**src/rtl/uart_tx_port.sv**
```systemverilog
`default_nettype none
// ============================================================================
// Module   : uart_tx_port
// Purpose  : Memory-mapped 8N1 UART transmitter with a TX FIFO. It sits on the
//            CPU word bus, and its registered read data is ORed with the RAM's.
// Revision : 1.0 - initial release
// ============================================================================
module uart_tx_port #(
    parameter logic [29:0] BASE_ADDR  = 30'h0000_0400,
    parameter int          FIFO_DEPTH = 8,
    parameter logic [15:0] DIV_RESET  = 16'd16
) (
    input  logic        clock,
    input  logic        reset,
    input  logic [29:0] bus_addr,
    input  logic [31:0] bus_data_w,
    input  logic [3:0]  bus_mask_w,
    output logic [31:0] bus_data_r,
    output logic        tx,
    output logic        irq
);
    localparam int            AW      = $clog2(FIFO_DEPTH);
    localparam int            CW      = AW + 1;
    localparam logic [CW-1:0] C_DEPTH = CW'(FIFO_DEPTH);

    typedef enum logic [1:0] {
        S_IDLE  = 2'd0,
        S_START = 2'd1,
        S_DATA  = 2'd2,
        S_STOP  = 2'd3
    } state_t;

    state_t        r_state, w_state_nxt;
    logic [7:0]    r_mem [FIFO_DEPTH];
    logic [AW-1:0] r_wr_ptr, r_rd_ptr;
    logic [CW-1:0] r_count;
    logic          r_ovf;
    logic [15:0]   r_div;
    logic          r_irq_en;
    logic [7:0]    r_shreg, w_shreg_nxt;
    logic [2:0]    r_bit_idx, w_bit_idx_nxt;
    logic [15:0]   r_baud_cnt, w_baud_cnt_nxt;
    logic          r_tx, w_tx_nxt;
    logic [31:0]   r_rdata, w_rd_val;

    logic          w_hit, w_full, w_empty, w_busy;
    logic          w_push_req, w_push, w_pop, w_bit_end;
    logic [1:0]    w_reg;
    logic [15:0]   w_bit_time;
    logic [3:0]    w_cnt_sat;
    logic          w_unused;

    assign w_hit      = (bus_addr[29:2] == BASE_ADDR[29:2]);
    assign w_reg      = bus_addr[1:0];
    assign w_full     = (r_count == C_DEPTH);
    assign w_empty    = (r_count == '0);
    assign w_busy     = (r_state != S_IDLE);
    assign w_push_req = w_hit && (w_reg == 2'd0) && bus_mask_w[0];
    assign w_push     = w_push_req && !w_full;
    assign w_bit_time = (r_div == 16'd0) ? 16'd1 : r_div;
    assign w_bit_end  = (r_baud_cnt == 16'd0);
    assign w_unused   = ^{bus_data_w[31:16], bus_mask_w[3:2]};

    generate
        if (CW > 4) begin : g_cnt_sat_wide
            assign w_cnt_sat = (r_count > CW'(15)) ? 4'hF : r_count[3:0];
        end else begin : g_cnt_sat_narrow
            assign w_cnt_sat = 4'(r_count);
        end
    endgenerate

    // Transmit sequencer; a frame ending with data still queued starts the
    // next one on the same edge so back-to-back bytes take 10 bit times.
    always_comb begin
        w_state_nxt    = r_state;
        w_pop          = 1'b0;
        w_tx_nxt       = r_tx;
        w_shreg_nxt    = r_shreg;
        w_bit_idx_nxt  = r_bit_idx;
        w_baud_cnt_nxt = w_bit_end ? r_baud_cnt : r_baud_cnt - 16'd1;
        case (r_state)
            S_IDLE: begin
                if (!w_empty) begin
                    w_pop          = 1'b1;
                    w_shreg_nxt    = r_mem[r_rd_ptr];
                    w_tx_nxt       = 1'b0;
                    w_baud_cnt_nxt = w_bit_time - 16'd1;
                    w_state_nxt    = S_START;
                end
            end
            S_START: begin
                if (w_bit_end) begin
                    w_state_nxt    = S_DATA;
                    w_bit_idx_nxt  = 3'd0;
                    w_tx_nxt       = r_shreg[0];
                    w_baud_cnt_nxt = w_bit_time - 16'd1;
                end
            end
            S_DATA: begin
                if (w_bit_end) begin
                    w_baud_cnt_nxt = w_bit_time - 16'd1;
                    if (r_bit_idx == 3'd7) begin
                        w_state_nxt = S_STOP;
                        w_tx_nxt    = 1'b1;
                    end else begin
                        w_bit_idx_nxt = r_bit_idx + 3'd1;
                        w_shreg_nxt   = {1'b0, r_shreg[7:1]};
                        w_tx_nxt      = r_shreg[1];
                    end
                end
            end
            S_STOP: begin
                if (w_bit_end) begin
                    if (!w_empty) begin
                        w_pop          = 1'b1;
                        w_shreg_nxt    = r_mem[r_rd_ptr];
                        w_tx_nxt       = 1'b0;
                        w_baud_cnt_nxt = w_bit_time - 16'd1;
                        w_state_nxt    = S_START;
                    end else begin
                        w_state_nxt = S_IDLE;
                        w_tx_nxt    = 1'b1;
                    end
                end
            end
            default: w_state_nxt = S_IDLE;
        endcase
    end

    always_ff @(posedge clock) begin
        if (reset) begin
            r_state    <= S_IDLE;
            r_tx       <= 1'b1;
            r_shreg    <= 8'h00;
            r_bit_idx  <= 3'd0;
            r_baud_cnt <= 16'd0;
        end else begin
            r_state    <= w_state_nxt;
            r_tx       <= w_tx_nxt;
            r_shreg    <= w_shreg_nxt;
            r_bit_idx  <= w_bit_idx_nxt;
            r_baud_cnt <= w_baud_cnt_nxt;
        end
    end

    always_ff @(posedge clock) begin
        if (w_push) begin
            r_mem[r_wr_ptr] <= bus_data_w[7:0];
        end
    end

    always_ff @(posedge clock) begin
        if (reset) begin
            r_wr_ptr <= '0;
            r_rd_ptr <= '0;
            r_count  <= '0;
            r_ovf    <= 1'b0;
        end else begin
            if (w_push) begin
                r_wr_ptr <= r_wr_ptr + AW'(1);
            end
            if (w_pop) begin
                r_rd_ptr <= r_rd_ptr + AW'(1);
            end
            case ({w_push, w_pop})
                2'b10:   r_count <= r_count + CW'(1);
                2'b01:   r_count <= r_count - CW'(1);
                default: r_count <= r_count;
            endcase
            if (w_push_req && w_full) begin
                r_ovf <= 1'b1;
            end else if (w_hit && (w_reg == 2'd1) && bus_mask_w[0] && bus_data_w[3]) begin
                r_ovf <= 1'b0;
            end
        end
    end

    always_ff @(posedge clock) begin
        if (reset) begin
            r_div    <= DIV_RESET;
            r_irq_en <= 1'b0;
        end else if (w_hit) begin
            if (w_reg == 2'd2) begin
                if (bus_mask_w[0]) r_div[7:0]  <= bus_data_w[7:0];
                if (bus_mask_w[1]) r_div[15:8] <= bus_data_w[15:8];
            end
            if ((w_reg == 2'd3) && bus_mask_w[0]) begin
                r_irq_en <= bus_data_w[0];
            end
        end
    end

    // Read data reflects register state before any write on the same edge.
    always_comb begin
        w_rd_val = 32'h0;
        case (w_reg)
            2'd1:    w_rd_val[7:0]  = {w_cnt_sat, r_ovf, w_busy, w_empty, w_full};
            2'd2:    w_rd_val[15:0] = r_div;
            2'd3:    w_rd_val[0]    = r_irq_en;
            default: w_rd_val       = 32'h0;
        endcase
    end

    always_ff @(posedge clock) begin
        if (reset) begin
            r_rdata <= 32'h0;
        end else begin
            r_rdata <= w_hit ? w_rd_val : 32'h0;
        end
    end

    assign bus_data_r = r_rdata;
    assign tx         = r_tx;
    assign irq        = r_irq_en && w_empty && !w_busy;

endmodule
`default_nettype wire

```
**config.mk**
```make
export PLATFORM = sky130hd
export DESIGN_NAME = uart_tx_port
export DESIGN_NICKNAME = d
export VERILOG_FILES = /design/src/rtl/uart_tx_port.sv
export SDC_FILE = /design/constraint.sdc
export NUM_CORES = 1
export LEC_CHECK = 0
export ABC_CLOCK_PERIOD_IN_PS = 5300
export BUFFER_PORTS_ARGS = -buffer_cell sky130_fd_sc_hd__buf_2
export CORE_UTILIZATION = 30
export CTS_CLUSTER_DIAMETER = 40
export DETAILED_ROUTE_END_ITERATION = 10
export PLACE_DENSITY_LB_ADDON = 0.15
export REMOVE_ABC_BUFFERS = 1
export SYNTH_ARGS = -nofsm -noshare
export SYNTH_HDL_FRONTEND = slang
export SYNTH_SLANG_ARGS = --single-unit
```
**constraint.sdc**
```tcl
create_clock -name clock -period 5.3 [get_ports clock]
set_input_delay 0.265 -clock clock [delete_from_list [all_inputs] [get_ports clock]]
set_output_delay 0.265 -clock clock [all_outputs]
set_load 0.02 [all_outputs]
```
==> impl_metrics.csv, run 1 <==
group,metric,value,unit
finish,layout.cells.non_filler,950,
route,drt_iter0_markers,283,
setup_path,max_stage_delay,0.46,ns
sta,layout_skew,0.01174,ns
place,dp_cells,918,
finish,layout-drive-gt1-share,20.60,%
synth,synth.mux.area_fraction,8.667,%
synth,ys_async_sr_fraction,0,%
setup_path,crit_path_max_fanout,20,
route,first_pass_iters,4,
finish,areaGrowthSynthToFinish,16.68,%
sta,setup_repair_after_global_routing_missed_its_margin,"no",
synth,synth.lib_cells_used.distinct,67,
pwr,p_leak,2.841,nW
finish,postLayoutCellArea,0.007833,mm^2
route,wl_final,16470,um
sta,hold_viol,0,
sta,holdWs,0.09475,ns
global_routing,groute.usage.overall,14.87,%
synth,synth_seq_cells,141,
clock_tree,clk_transition_reported_paths,0.06,ns
clock_tree,numCtsBuffers,17,
setup_path,critPathArrivalTime,4.08,ns
synth,avgSynthCellArea,11.26,um^2
synth,dominant_combinational_cell_family_by_area_after_synthesis,"simple AND/OR/NAND/NOR gates",
finish,finish.utilization,35.78,%
clock_tree,post_cts.resized_instances,0,
route,routed_wire_length_per_instance,17.34,um
setup_path,crit_path_top_delay_cell,"sky130_fd_sc_hd__nor3_1",
synth,synth_simple_gate_area_share,16.10,%
global_routing,grt.overflow.total,0,
place,dpl-instance-area,0.007248,mm^2
clock_tree,cts.sink_count,141,
route,routed_via_density,5.082,
setup_path,setup.worst_path.end_class,"flip-flop",
place,place.gp.congestion,0.7363,
route,count_of_unresolved_drc_violations_after_routing,0,
synth,synth.top_cells.by_area,"sky130_fd_sc_hd__edfxtp_1, sky130_fd_sc_hd__dfxtp_1, sky130_fd_sc_hd__mux4_2, sky130_fd_sc_hd__ha_1, sky130_fd_sc_hd__nor2_1",
global_routing,grt_first_pass_wirelength,25670,um
sta,fmax,268.2,MHz
setup_path,path_class,"flip-flop to flip-flop",
sta,fin_worst_setup_slack,1.572,ns
synth,yosys_most_used_dff,"sky130_fd_sc_hd__dfxtp_1",
floorplan,design.die.area,0.02298,mm^2
global_routing,grt_start_max_net_pins,26,
run_status,outcome,"complete, no violations",
clock_tree,cts_htree_levels,4,
clock_tree,cts_tree,"done",
clock_tree,setup_bufs_post_cts,0,
place,port_buffers,67,
place,post-dp-hpwl,11440,um
synth,yosysWarnings,0,
floorplan,floorplan.initialDensity,30.66,%
setup_path,rrSetupSlack,1.57,ns
route,detail-route-antenna-nets,0,
finish,antennaDiodeCount,0,
floorplan,std_cell_rows,54,
pwr,post-layout-total-power,2.987,mW
pwr,worst_ir_drop_vdd,0.2255,mV
synth,yosysTopAreaCell,"sky130_fd_sc_hd__edfxtp_1",
flow_run,maxCapViolations,0,
clock_tree,postCtsHoldBufs,0,
global_routing,antenna_found_initial,0,
floorplan,fp.dieH,151.6,um
synth,synthDominantCellAreaShare,28.63,%
synth,synthCells,596,
clock_tree,worstSkewPairLatency,0.42,ns
floorplan,coreArea,0.02189,mm^2
setup_path,crit_required,5.65,ns
sta,period_needed,3.728,ns
floorplan,io-pin-count,102,
finish,num-nets-final,745,
synth,mappedNetlistArea,0.006713,mm^2
min_path,worst_hold_path_class,"primary input to flip-flop",
floorplan,die_x,151.6,um
place,setup_slack_placement,1.649,ns
sta,timing.slew.headroom,29.23,%
sta,worst_slew_pin_slew,1.053,ns
sta,timing.final.max_slew_violations,0,
setup_path,timing.critical_path.from_type,"flip-flop",
pwr,power_density,381.3,mW/mm^2
sta,setup-tns-final,0,ns
route,vias,4828,
synth,synth_seq_area_share,51.59,%
clock_tree,clock-root-buffer,"sky130_fd_sc_hd__clkbuf_16",
sta,final.period_utilization,70.35,%
synth,synth_edf_count,64,
synth,yosys.area_share.adder,3.840,%
setup_path,path_cells,"inv_1 -> ha_1 -> nor4b_1 -> and4_1 -> buf_4 -> a21oi_1 -> nor3_1 -> ha_1 -> ha_1 -> a21o_1 -> a21oi_1 -> xnor2_1 -> or3_1 -> a21oi_1",
clock_tree,number_of_buffers_on_the_longest_clock_path,2,
synth,synth_compound_gate_area_share,11.59,%
synth,synth-xor-area-share,3.131,%
global_routing,first_global_vias,4711,
sta,final_setup_vio_count,0,
[report_power, final]
| group | total [mW] | leakage (nW) | switching, mW | internal, mW |
|---|---|---|---|---|
| clock | 1.18 | 0.280 | 0.481 | 0.698 |
| combinational | 0.549 | 1.36 | 0.314 | 0.234 |
| sequential | 1.26 | 1.20 | 0.0681 | 1.19 |
| total | 2.99 | 2.84 | 0.863 | 2.12 |
[state kept, by name, summed over array words and instances (netlist names), 4 cells and up, named ones only]
name	cells
r_mem	64
bus_data_r	16
r_baud_cnt	16
r_div	16
r_shreg	8
r_count	4
[cell type report]
type	count	area, um^2
multi-input cells	405	2975
flip-flops and latches	141	3463
inverters	17	63.81
well taps	280	350.3
repair buffers	75	395.4
clock inverters	15	158.9
clock buffers	17	425.4
fillers	2236	14060
[path summary, 6_finish.rpt]
kind / startpoint / end / cells after the start
max: r_baud_cnt[0] / r_count[3] / 14
min reg2reg: r_ovf / r_ovf / 2
min: bus_data_w[9] / r_div[9] / 3
max reg2reg: r_baud_cnt[0] / r_count[3] / 14
[layer usage]
layer  share of wire [%]  up-vias  track usage, %  routed length [um]
met5                   0        -               0                   0
met4                0.90        0           4.158                 149
met3                 3.2        9           2.695                 525
met2                  48       95           23.97                7947
met1                  48     2390           20.36                7846
li1                    -     2334               -                   -
[critical path: cells and delay by family (launching register included)]
kind | cells | cell delay (ns)
AOI/OAI and AO/OA | 4 | 0.69
xor gates and xnor gates | 1 | 0.09
adders and majority gates | 3 | 0.74
buffers and inverters | 2 | 0.38
DFF | 1 | 0.40
and+or+nand+nor | 4 | 1.36
[cell usage after synthesis, types with 4 or more instances]
master                      instances
sky130_fd_sc_hd__inv_1             17
sky130_fd_sc_hd__nand3_1            8
sky130_fd_sc_hd__dfxtp_1           77
sky130_fd_sc_hd__ha_1              19
sky130_fd_sc_hd__nor4b_1            6
sky130_fd_sc_hd__a21oi_1           23
sky130_fd_sc_hd__and3_1            12
sky130_fd_sc_hd__a22oi_1            7
sky130_fd_sc_hd__nand4_1            5
sky130_fd_sc_hd__or3_1              4
sky130_fd_sc_hd__nor2_1            57
sky130_fd_sc_hd__nor3_1            22
sky130_fd_sc_hd__clkbuf_1          21
sky130_fd_sc_hd__nand2_1           27
sky130_fd_sc_hd__o21ai_0           12
sky130_fd_sc_hd__mux2i_1           21
sky130_fd_sc_hd__a2111oi_0          4
sky130_fd_sc_hd__nand2b_1           6
sky130_fd_sc_hd__nor2b_1           15
sky130_fd_sc_hd__buf_4             19
sky130_fd_sc_hd__o21a_1             4
sky130_fd_sc_hd__a21o_1             4
sky130_fd_sc_hd__a211oi_1           8
sky130_fd_sc_hd__o22ai_1           13
sky130_fd_sc_hd__a41o_1             6
sky130_fd_sc_hd__or4_1              4
sky130_fd_sc_hd__xnor2_1           15
sky130_fd_sc_hd__mux4_2            16
sky130_fd_sc_hd__nor4_1            13
sky130_fd_sc_hd__buf_2              4
sky130_fd_sc_hd__xor2_1             9
sky130_fd_sc_hd__edfxtp_1          64
[logic make-up after synthesis]
kind of cell	Yosys count
mux	38
fa+ha+maj	20
xor+xnor	24
compound gates	109
other cells	1
simple gates	198
flops	141
buf+inv	65
[placed cells by master (no fill, tap or decap), types with 4 or more instances in the layout]
cell                        count
sky130_fd_sc_hd__nand2_1       27
sky130_fd_sc_hd__a41o_1         6
sky130_fd_sc_hd__o22ai_1       13
sky130_fd_sc_hd__inv_6          5
sky130_fd_sc_hd__xnor2_1       15
sky130_fd_sc_hd__buf_2         67
sky130_fd_sc_hd__a211oi_1       8
sky130_fd_sc_hd__clkbuf_16     17
sky130_fd_sc_hd__inv_1         17
sky130_fd_sc_hd__or4_1          4
sky130_fd_sc_hd__nand3_1        8
sky130_fd_sc_hd__or3_1          4
sky130_fd_sc_hd__a22oi_1        7
sky130_fd_sc_hd__nor4b_1        6
sky130_fd_sc_hd__a2111oi_0      4
sky130_fd_sc_hd__nor4_1        12
sky130_fd_sc_hd__o21a_1         4
sky130_fd_sc_hd__xor2_1         9
sky130_fd_sc_hd__dfxtp_1       77
sky130_fd_sc_hd__a21oi_1       23
sky130_fd_sc_hd__mux4_2        16
sky130_fd_sc_hd__a21o_1         4
sky130_fd_sc_hd__nor3_1        22
sky130_fd_sc_hd__mux2i_1       21
sky130_fd_sc_hd__nand2b_1       6
sky130_fd_sc_hd__conb_1        16
sky130_fd_sc_hd__o21ai_0       12
sky130_fd_sc_hd__and3_1        12
sky130_fd_sc_hd__buf_4          8
sky130_fd_sc_hd__nor2_1        57
sky130_fd_sc_hd__edfxtp_1      64
sky130_fd_sc_hd__nand4_1        5
sky130_fd_sc_hd__ha_1          19
sky130_fd_sc_hd__nor2b_1       15
sky130_fd_sc_hd__clkinv_4       4
Power figures use the tool's default switching activity.
==> inputs of run 2 (changes only) <==
--- a/config.mk
+++ b/config.mk
@@ -5,7 +5,7 @@
 export SDC_FILE = /design/constraint.sdc
 export NUM_CORES = 1
 export LEC_CHECK = 0
-export ABC_CLOCK_PERIOD_IN_PS = 5300
+export ABC_CLOCK_PERIOD_IN_PS = 3700
 export BUFFER_PORTS_ARGS = -buffer_cell sky130_fd_sc_hd__buf_2
 export CORE_UTILIZATION = 30
 export CTS_CLUSTER_DIAMETER = 40
==> constraint.sdc (replaced) <==
create_clock -name clock -period 3.7 [get_ports clock]
set_input_delay 0.185 -clock clock [delete_from_list [all_inputs] [get_ports clock]]
set_output_delay 0.185 -clock clock [all_outputs]
set_load 0.02 [all_outputs]
==> run 2 against run 1 <==
Compared with the run above:
- critical path depth is 1 lower
- largest power group unchanged
- largest cell class unchanged
- die area stayed put
- sequential power is 43% higher
- global-route usage is 0.097 points higher
- count of clock-buffer cells in the layout stayed put
- utilization is 0.31 points higher
==> impl_metrics.csv, run 2 (synthesized netlist as in run 1, its figures left out) <==
group,metric,value,unit
run_status,outcome,"complete, no violations",
pwr,power_density,530.0,mW/mm^2
clock_tree,cts_htree_levels,4,
min_path,holdPathStages,3,
place,dpl-instance-area,0.007323,mm^2
global_routing,groute.usage.overall,14.97,%
floorplan,die_x,151.6,um
route,routed_wire_length_per_instance,17.01,um
pwr,worst_ir_drop_vdd,0.3172,mV
setup_path,rr_endpoint,"r_count[3]",
setup_path,setup.worst_path.end_class,"flip-flop",
pwr,internal_portion_of_total_power,2.924,mW
finish,layout.cells.most_common,"sky130_fd_sc_hd__dfxtp_1",
finish,num-nets-final,757,
pwr,p_leak,2.897,nW
sta,setup-tns-final,0,ns
route,first_pass_iters,4,
finish,largest_register_ff_count,64,
setup_path,crit_path_max_fanout,9,
min_path,startpoint_of_the_worst_hold_path,"bus_data_w[15]",
clock_tree,clock-root-buffer,"sky130_fd_sc_hd__clkbuf_16",
setup_path,worst_reg2reg_startpoint,"r_baud_cnt[0]",
flow_run,maxCapViolations,0,
global_routing,first_global_vias,4776,
sta,final.period_utilization,90.43,%
pwr,p_comb_share,18.8,%
clock_tree,cts_tree,"done",
floorplan,coreArea,0.02189,mm^2
clock_tree,clk_transition_reported_paths,0.07,ns
sta,final_setup_vio_count,0,
finish,layout-drive-gt1-share,21.99,%
pwr,seq_power_share,42.9,%
finish,postLayoutCellArea,0.007901,mm^2
route,vias,4801,
pwr,p_sw_share,30.18,%
setup_path,worst_r2r_path_depth,13,
sta,timing.slew.headroom,39.99,%
floorplan,std_cell_rows,54,
global_routing,grt.overflow.total,0,
sta,fmax,298.9,MHz
setup_path,timing.critical_path.from_type,"flip-flop",
global_routing,grt_first_pass_wirelength,25750,um
min_path,worst_hold_path_class,"primary input to flip-flop",
clock_tree,numCtsBuffers,17,
min_path,timing.hold.worst_endpoint,"r_div[15]",
sta,setup_repair_after_global_routing_missed_its_margin,"no",
route,detail-route-antenna-nets,0,
setup_path,critPathArrivalTime,3.70,ns
setup_path,rrSetupSlack,0.35,ns
setup_path,path_class,"flip-flop to flip-flop",
finish,mostFrequentLayoutCells,"sky130_fd_sc_hd__dfxtp_1, sky130_fd_sc_hd__buf_2, sky130_fd_sc_hd__edfxtp_1, sky130_fd_sc_hd__nor2_1, sky130_fd_sc_hd__nand2_1",
floorplan,floorplan.initialDensity,30.66,%
floorplan,io-pin-count,102,
place,place.gp.congestion,0.7731,
place,port_buffers,67,
sta,timing.final.max_slew_violations,0,
clock_tree,number_of_buffers_on_the_longest_clock_path,2,
sta,hold_viol,0,
sta,period_needed,3.346,ns
floorplan,fp.dieH,151.6,um
place,post-dp-hpwl,11550,um
pwr,net_switching,1.264,mW
global_routing,antenna_found_initial,0,
sta,worst_slew_pin_slew,0.8989,ns
finish,antennaDiodeCount,0,
setup_path,crit_required,4.06,ns
finish,areaGrowthSynthToFinish,17.71,%
route,wl_final,16360,um
route,drt_iter0_markers,274,
route,count_of_unresolved_drc_violations_after_routing,0,
pwr,clock_power_share,38.3,%
route,routed_via_density,4.991,
floorplan,design.die.area,0.02298,mm^2
finish,max_flop_register,"r_mem",
clock_tree,worstSkewPairLatency,0.43,ns
clock_tree,cts.sink_count,141,
sta,layout_skew,0.02963,ns
global_routing,grt_start_max_net_pins,26,
-- run 2: worst max-delay path by stage --
stage,startpoint,end,depth (start not counted)
after global placement,r_baud_cnt[0],r_count[3],13
after detailed placement,r_baud_cnt[0],r_count[3],13
after floorplan,r_baud_cnt[0],r_count[3],13
after CTS,r_baud_cnt[0],r_count[3],13
final,r_baud_cnt[0],r_count[3],13
after global routing,r_baud_cnt[0],r_count[3],13
-- run 2: repair_timing --
item	4_1_cts	5_1_grt
hold endpoints to repair	2	0
endpoints found under the setup margin	0	1
setup buffers	0	0
gates resized for setup	0	1
hold buffers	2	0
-- run 2: worst max-delay path, stage by stage (launching register included) --
cell and delay, ns:
sky130_fd_sc_hd__dfxtp_1 0.40, sky130_fd_sc_hd__inv_1 0.13, sky130_fd_sc_hd__ha_1 0.20, sky130_fd_sc_hd__nor4b_1 0.35
sky130_fd_sc_hd__and4_1 0.30, sky130_fd_sc_hd__a21oi_1 0.17, sky130_fd_sc_hd__nor3_2 0.29, sky130_fd_sc_hd__ha_1 0.27
sky130_fd_sc_hd__ha_1 0.26, sky130_fd_sc_hd__a21o_1 0.18, sky130_fd_sc_hd__a21oi_1 0.17, sky130_fd_sc_hd__xnor2_1 0.10
sky130_fd_sc_hd__or3_1 0.31, sky130_fd_sc_hd__a21oi_1 0.14
-- run 2: cell type report --
class | count | area, um^2
fillers | 2207 | 13990
flip-flops and latches | 141 | 3463
multi-input cells | 405 | 2980
repair buffers | 87 | 490.5
clock buffers | 17 | 425.4
well taps | 280 | 350.3
clock inverters | 15 | 127.6
inverters | 17 | 63.81
-- run 2: layer usage --
metal	share of wire, %	routed length [um]	GRT usage (%)	up-vias
li1	-	-	-	2357
met1	48	7802	20.31	2367
met2	49	7979	23.95	66
met3	2.5	403	2.964	11
met4	1.1	177	4.653	0
met5	0	0	0	-
-- run 2: power groups by stage --
stage	logic (mW)	registers (mW)	clock network (mW)
after CTS	0.793	1.80	1.65
after detailed placement	0.784	1.83	0
final	0.788	1.80	1.60
after global routing	0.879	1.81	1.72
after global placement	0.776	1.83	0
after floorplan	0.579	1.81	0
-- run 2: per-stage QoR --
stage	hold WS [ns]	cells	worst slack (ns)	total power, mW	util, %
final	0.008535	962	0.3541	4.188	36.09
after global routing	0.01013	962	0.1258	4.402	36.09
after CTS	0.006279	962	0.2379	4.238	36.07
after detailed placement	0.4334	928	0.2723	2.614	33.45
after global placement	0.4235	928	0.3669	2.601	33.45
after floorplan	0.2541	563	0.5669	2.387	-
==> inputs of run 3 (changes only) <==
--- a/config.mk
+++ b/config.mk
@@ -5,7 +5,7 @@
 export SDC_FILE = /design/constraint.sdc
 export NUM_CORES = 1
 export LEC_CHECK = 0
-export ABC_CLOCK_PERIOD_IN_PS = 3700
+export ABC_CLOCK_PERIOD_IN_PS = 3400
 export BUFFER_PORTS_ARGS = -buffer_cell sky130_fd_sc_hd__buf_2
 export CORE_UTILIZATION = 30
 export CTS_CLUSTER_DIAMETER = 40
==> constraint.sdc (replaced) <==
create_clock -name clock -period 3.4 [get_ports clock]
set_input_delay 0.17 -clock clock [delete_from_list [all_inputs] [get_ports clock]]
set_output_delay 0.17 -clock clock [all_outputs]
set_load 0.02 [all_outputs]
==> run 3 against run 2 <==
Compared with the run above:
- final area grew 1.8%
- first-iteration DRC count is 15% lower
- worst setup slack got worse by 0.094 ns
- count of clock-buffer cells in the layout rose by 2
- wire length rose by 1.9%
- worst hold slack better by 0.0091 ns
- critical endpoint unchanged
- via count increased by 1.5%
- largest power group unchanged
- largest cell class unchanged
- utilization increased by 0.64 points
- clock skew down 0.021 ns
- die area unchanged
- power up 10%
==> impl_metrics.csv, run 3 (synthesized netlist as in run 1, its figures left out) <==
group,metric,value,unit
run_status,outcome,"complete, no violations",
floorplan,fp.dieH,151.6,um
floorplan,coreArea,0.02189,mm^2
floorplan,std_cell_rows,54,
sta,setup-tns-final,0,ns
sta,period_needed,3.140,ns
place,dp_cells,938,
setup_path,crit_path_top_delay_cell,"sky130_fd_sc_hd__nor4b_1",
global_routing,grt_start_max_net_pins,25,
clock_tree,number_of_buffers_on_the_longest_clock_path,2,
finish,largest_register_ff_count,64,
finish,antennaDiodeCount,0,
route,routed_wire_length_per_instance,17.06,um
setup_path,timing.critical_path.from_type,"flip-flop",
clock_tree,clock-root-buffer,"sky130_fd_sc_hd__clkbuf_16",
sta,timing.slew.headroom,42.58,%
route,routed_via_density,4.988,
clock_tree,postCtsHoldBufs,7,
setup_path,crit_path_max_fanout,4,
route,count_of_unresolved_drc_violations_after_routing,0,
clock_tree,worstSkewPairLatency,0.42,ns
setup_path,path_cells,"inv_1 -> ha_1 -> nor4b_1 -> and4_1 -> a21oi_1 -> nor3_1 -> buf_4 -> ha_1 -> ha_1 -> a21o_1 -> a21oi_1 -> xnor2_1 -> or3_1 -> a21oi_1",
route,drt_iter0_markers,232,
finish,layout-drive-gt1-share,22.67,%
global_routing,grt.overflow.total,0,
clock_tree,cts_tree,"done",
floorplan,die_x,151.6,um
global_routing,groute.usage.overall,15.46,%
setup_path,crit_required,3.75,ns
route,wl_final,16670,um
route,first_pass_iters,4,
setup_path,setup.worst_path.end_class,"flip-flop",
floorplan,floorplan.initialDensity,30.66,%
sta,setup_repair_after_global_routing_missed_its_margin,"no",
clock_tree,cts_htree_levels,4,
place,dpl-instance-area,0.007398,mm^2
sta,final.period_utilization,92.36,%
clock_tree,cts.sink_count,141,
finish,areaGrowthSynthToFinish,19.79,%
clock_tree,numCtsBuffers,17,
setup_path,critPathArrivalTime,3.49,ns
setup_path,path_class,"flip-flop to flip-flop",
global_routing,antenna_found_initial,0,
finish,postLayoutCellArea,0.008041,mm^2
route,vias,4873,
pwr,p_leak,2.965,nW
finish,layout.cells.non_filler,977,
global_routing,grt_first_pass_wirelength,26590,um
sta,fmax,318.5,MHz
floorplan,design.die.area,0.02298,mm^2
setup_path,max_stage_delay,0.34,ns
clock_tree,setup_bufs_post_cts,0,
finish,mostFrequentLayoutCells,"sky130_fd_sc_hd__dfxtp_1, sky130_fd_sc_hd__buf_2, sky130_fd_sc_hd__edfxtp_1, sky130_fd_sc_hd__nor2_1, sky130_fd_sc_hd__buf_4",
sta,timing.final.max_slew_violations,0,
clock_tree,clk_transition_reported_paths,0.06,ns
sta,hold_viol,0,
finish,finish.utilization,36.73,%
finish,num-nets-final,772,
place,port_buffers,67,
floorplan,io-pin-count,102,
flow_run,maxCapViolations,0,
finish,layout.cells.most_common,"sky130_fd_sc_hd__dfxtp_1",
setup_path,timing.critical_path.buf_inv,2,
pwr,power_density,575.3,mW/mm^2
global_routing,first_global_vias,4907,
route,detail-route-antenna-nets,0,
sta,layout_skew,0.008723,ns
finish,max_flop_register,"r_mem",
min_path,worst_hold_path_class,"primary input to flip-flop",
finish,fillerInstances,2204,
sta,final_setup_vio_count,0,
place,place.gp.congestion,0.7450,
pwr,worst_ir_drop_vdd,0.3356,mV
setup_path,critical-path-top-delay-family,"simple AND/OR/NAND/NOR gates",
sta,worst_slew_pin_slew,0.8567,ns
place,post-dp-hpwl,11690,um
clock_tree,post_cts.resized_instances,0,
-- run 3: power by group --
group          internal [mW]  total, mW  switching, mW
registers               1.86       1.94         0.0876
clock network           1.04       1.80          0.757
logic                  0.377      0.882          0.504
total                   3.28       4.63           1.35
-- run 3: final cells by class --
class                      instances  area (um^2)  area share (%)
sequential                       141         3463           43.07
multi-input combinational        405         2975           37.00
timing repair buffer             102        615.6           7.655
clock buffer                      19        442.9           5.508
tap                              280        350.3           4.357
clock inverter                    13        130.1           1.618
inverter                          17        63.81          0.7935
-- run 3: through the flow --
step / hold slack [ns] / power, mW / setup slack, ns
after CTS: 0.01363 / 4.680 / 0.2305
final: 0.01766 / 4.626 / 0.2599
after global placement: 0.4084 / 2.841 / 0.3060
after global routing: 0.01934 / 4.854 / 0.03219
after detailed placement: 0.4103 / 2.855 / 0.2567
after floorplan: 0.2391 / 2.598 / 0.2669
-- run 3: worst paths after layout --
check,slack [ns],depth (start not counted),end,startpoint
worst max-delay path,0.26,14,r_count[3],r_baud_cnt[1]
worst min register to register,0.48,2,r_ovf,r_ovf
worst min-delay path,0.02,3,r_div[14],bus_data_w[14]
worst max register to register,0.26,14,r_count[3],r_baud_cnt[1]
-- run 3: per-layer routing --
| metal | track usage, % | vias up | wire length [um] |
|---|---|---|---|
| met5 | 0 | - | 0 |
| met4 | 4.703 | 0 | 184 |
| met3 | 3.114 | 13 | 579 |
| met2 | 24.95 | 89 | 7981 |
| met1 | 20.79 | 2386 | 7926 |
| li1 | - | 2385 | - |
-- run 3: tightest hold or removal path, stage by stage --
cell                      delay, ns
sky130_fd_sc_hd__buf_2         0.08
sky130_fd_sc_hd__mux2i_1       0.06
sky130_fd_sc_hd__nor2_1        0.08
